==> src/rtl/bin_to_bcd_pkg.sv <==
`default_nettype none
// ============================================================================
// Module      : bin_to_bcd_pkg
// Description : Shared types and sizes for the sequential binary-to-BCD converter.
// Revision    : 1.0 - initial release
// ============================================================================
package bin_to_bcd_pkg;

    localparam int BIN_W       = 8;
    localparam int BCD_DIGITS  = 3;
    localparam int BCD_W       = 4 * BCD_DIGITS;
    localparam int SHIFT_CNT_W = 3;

    typedef enum logic [1:0] {
        LOAD  = 2'd0,
        SHIFT = 2'd1,
        DONE  = 2'd2
    } state_e;

endpackage
`default_nettype wire

==> src/rtl/bin_to_bcd_digit_adj.sv <==
`default_nettype none
// ============================================================================
// Module      : bcd_digit_adj
// Description : Double-dabble digit correction: adds 3 to a BCD digit >= 5.
// Revision    : 1.0 - initial release
// ============================================================================
module bcd_digit_adj (
    input  logic [3:0] digit_i,
    output logic [3:0] digit_o
);

    assign digit_o = (digit_i >= 4'd5) ? (digit_i + 4'd3) : digit_i;

endmodule
`default_nettype wire

==> src/rtl/bin_to_bcd.sv <==
`default_nettype none
// ============================================================================
// Module      : bin_to_bcd
// Description : Free-running 8-bit binary to 3-digit packed BCD converter,
//               one result every 10 clocks (LOAD, 8 x SHIFT, DONE).
// Revision    : 1.0 - initial release
// ============================================================================
module bin_to_bcd
    import bin_to_bcd_pkg::*;
(
    input  logic             clk,
    input  logic             rst_n,
    input  logic [BIN_W-1:0] bin,
    output logic [BCD_W-1:0] bcd,
    output logic             bcd_valid
);

    state_e                 state_q, state_d;
    logic [BIN_W-1:0]       bin_sr_q, bin_sr_d;
    logic [BCD_W-1:0]       scratch_q, scratch_d;
    logic [BCD_W-1:0]       scratch_adj;
    logic [SHIFT_CNT_W-1:0] cnt_q, cnt_d;
    logic [BCD_W-1:0]       bcd_q, bcd_d;
    logic                   bcd_valid_q, bcd_valid_d;

    generate
        for (genvar g = 0; g < BCD_DIGITS; g++) begin : g_digit
            bcd_digit_adj u_adj (
                .digit_i (scratch_q[4*g +: 4]),
                .digit_o (scratch_adj[4*g +: 4])
            );
        end
    endgenerate

    always_comb begin
        state_d     = state_q;
        bin_sr_d    = bin_sr_q;
        scratch_d   = scratch_q;
        cnt_d       = cnt_q;
        bcd_d       = bcd_q;
        bcd_valid_d = 1'b0;
        case (state_q)
            LOAD: begin
                bin_sr_d  = bin;
                scratch_d = '0;
                cnt_d     = '0;
                state_d   = SHIFT;
            end
            SHIFT: begin
                // Corrected digits and remaining binary shift as one wide register.
                {scratch_d, bin_sr_d} = {scratch_adj, bin_sr_q} << 1;
                cnt_d = cnt_q + SHIFT_CNT_W'(1);
                if (cnt_q == SHIFT_CNT_W'(BIN_W - 1)) begin
                    state_d = DONE;
                end
            end
            DONE: begin
                bcd_d       = scratch_q;
                bcd_valid_d = 1'b1;
                state_d     = LOAD;
            end
            default: begin
                state_d = LOAD;
            end
        endcase
    end

    always_ff @(posedge clk or negedge rst_n) begin
        if (!rst_n) begin
            state_q     <= LOAD;
            bin_sr_q    <= '0;
            scratch_q   <= '0;
            cnt_q       <= '0;
            bcd_q       <= '0;
            bcd_valid_q <= 1'b0;
        end else begin
            state_q     <= state_d;
            bin_sr_q    <= bin_sr_d;
            scratch_q   <= scratch_d;
            cnt_q       <= cnt_d;
            bcd_q       <= bcd_d;
            bcd_valid_q <= bcd_valid_d;
        end
    end

    assign bcd       = bcd_q;
    assign bcd_valid = bcd_valid_q;

endmodule
`default_nettype wire

==> config.mk <==
export PLATFORM = sky130hd
export DESIGN_NAME = bin_to_bcd
export DESIGN_NICKNAME = d
export VERILOG_FILES = /design/src/rtl/bin_to_bcd_pkg.sv /design/src/rtl/bin_to_bcd_digit_adj.sv /design/src/rtl/bin_to_bcd.sv
export SDC_FILE = /design/constraint.sdc
export NUM_CORES = 1
export LEC_CHECK = 0
export CAP_MARGIN = 20
export CORE_MARGIN = 2
export CORE_UTILIZATION = 51
export CTS_BUF_LIST = sky130_fd_sc_hd__clkbuf_2 sky130_fd_sc_hd__clkbuf_4 sky130_fd_sc_hd__clkbuf_8
export CTS_CLUSTER_DIAMETER = 100
export DETAILED_ROUTE_END_ITERATION = 7
export PLACE_DENSITY = 0.77
export SETUP_SLACK_MARGIN = 0.05
export SYNTH_ARGS = -nofsm -noshare
export SYNTH_HDL_FRONTEND = slang
export SYNTH_HIERARCHICAL = 1
export SYNTH_SLANG_ARGS = --single-unit
==> constraint.sdc <==
create_clock -name clk -period 1.3 [get_ports clk]
set_input_delay 0.26 -clock clk [delete_from_list [all_inputs] [get_ports clk]]
set_output_delay 0.26 -clock clk [all_outputs]
set_load 0.1 [all_outputs]
==> flow_summary.json <==
{
  "status": "finished with violations",
  "violations": "negative setup slack",
  "gp_congestion": 0.816,
  "critPathSlowestCell": "dfrtp_1",
  "switching_share": 0.428,
  "top_level_ports": 23,
  "avgRoutedWirePerCell_um": 15.5,
  "crit_chain": "ha_2, nand2b_4, a21oi_4, mux2i_1, a22o_1",
  "drc": 0,
  "place_inst": 222,
  "drive_gt1_frac": 0.464,
  "hold_path_class": "input port to async pin",
  "vias_per_cell": 5.23,
  "max_freq_mhz": 712,
  "root_buffer": "clkbuf_4",
  "max_stage_delay_ns": 0.47,
  "period_share": 1.08,
  "power_density_nw_per_um2": 2110,
  "die_y_um": 63.6,
  "setup_tns_ns": -0.352,
  "p_switching_w": 0.00228,
  "placementRows": 21,
  "fin_util": 0.753,
  "total_power_w": 0.00533,
  "cts_buffer_depth": 2,
  "intPower_w": 0.00305,
  "cts_tree": "done",
  "antenna_cells": 0,
  "ant_nets": 0,
  "drt-total-wl_um": 3680,
  "startpoint": "scratch_q[8]",
  "p_seq_frac": 0.333,
  "hold_ws_ns": 0.354,
  "dpl.hpwl_um": 2510,
  "fin_nets": 209,
  "grt_pass1_vias": 1357,
  "coreArea_sq_um": 3360,
  "fin_crit_ns": 1.41,
  "ir_drop_uv": 1260,
  "grt_overflow": 0,
  "cts_buffers": 5,
  "grtUsageTotal": 0.208,
  "grt_pass1_wl_um": 6340,
  "power.leakage_nw": 1.18,
  "hold_violations": 0,
  "critPathArrivalTime_ns": 1.71,
  "r2r_start": "scratch_q[8]",
  "htreeDepth": 2,
  "critical_path_class": "register to register",
  "setup_ws_ns": -0.105,
  "cp-start-kind": "register",
  "end_kind": "register",
  "cts.sinks": 38,
  "start_util": 0.539,
  "grt_max_degree": 25,
  "worstMarginPinSlew_ns": 0.425,
  "synthToLayoutAreaGrowth_pct": 39.8,
  "pwr-share-comb": 0.542,
  "cap_violations": 0,
  "layout_commonest_cell": "dfrtp_1",
  "pwr-share-clk": 0.125,
  "ys_warn_count": 6,
  "io_buffers": 22,
  "synth_area_sq_um": 1810,
  "insertion_delay_ns": 0.36,
  "syn_nets": 167,
  "slew-limit-headroom": 0.717,
  "fin_cells": 238,
  "postSynthAreaPerCell_sq_um": 12.2,
  "worstPathRequired_ns": 1.60,
  "via_count": 1245,
  "netlist_instances": 149,
  "die_x_um": 63.6,
  "antenna_found_initial": 0,
  "rsz0062_at_grt": "true",
  "crit_fanout": 4,
  "mostFrequentLayoutCells": "dfrtp_1 (24), nand2_1 (22), buf_12 (16), buf_4 (15), dfrtp_2 (14)",
  "finClkSkew_ns": 0.0137,
  "finalSetupViolations": 7,
  "die_area_sq_um": 4040,
  "first_iter_violations": 33,
  "drv_slew": 0,
  "drtPass1Iterations": 4,
  "clk_pin_slew_ns": 0.12
}
## layer usage
layer	part of all wire	GRT usage	wire length (um)	up-vias
met4	0.034	0.103	126	0
met3	0.043	0.0625	158	13
li1	-	-	-	596
met1	0.41	0.234	1510	608
met5	0	0	0	-
met2	0.51	0.358	1890	28
## worst max-delay path: cells and delay by family (launching register included)
kind                     cells  cell delay [ns]
flip-flops                   1             0.47
AO/OA/AOI/OAI                2             0.32
multiplexers                 1             0.21
adder cells (fa/ha/maj)      1             0.20
AND/OR/NAND/NOR              1             0.14
## layout make-up
class / instances / area, sq um
flip-flops and latches: 38 / 968
multi-input cells: 98 / 881
fillers: 236 / 831
repair buffers: 42 / 539
well taps: 46 / 57.6
clock buffers: 6 / 51.3
inverters: 6 / 22.5
clock inverters: 2 / 12.5
## power by group through the flow
stage          combinational (W)  clock (W)  sequential, W
3_3_place_gp             0.00253          0        0.00176
5_1_grt                  0.00303   0.000744        0.00181
2_1_floorplan           0.000881          0        0.00257
4_1_cts                  0.00277   0.000698        0.00176
6_report                 0.00289   0.000667        0.00177
3_5_place_dp             0.00263          0        0.00179
## through the flow
stage	cell area (sq um)	worst slack [ns]
after floorplan	1890	0.0437
after global placement	2360	0.0115
after detailed placement	2360	-0.0690
after CTS	2470	-0.0625
after global routing	2530	-0.144
final	2530	-0.105
## flip-flops by register name (all words and copies together), names as in the netlist
register   count
bcd           12
bcd_valid      1
bin_sr_q       8
cnt_q          3
scratch_q     12
state_q        2
## timing repair
item	in CTS	in global routing
pin swaps	1	4
hold endpoints to repair	16	0
resized for setup	4	12
buffers inserted	3	4
hold buffers	1	0
setup endpoints to repair	13	28
## path summary, 6_finish.rpt
path,end,slack [ns],cells past startpoint
max,scratch_q[10],-0.11,5
min,scratch_q[9],0.35,2
max reg2reg,scratch_q[10],-0.11,5
min reg2reg,bin_sr_q[1],0.50,2
max in group asynchronous,bcd[3],0.47,3
min in group clk,bin_sr_q[1],0.50,2
Note: power is estimated with default switching activity, not from simulation.
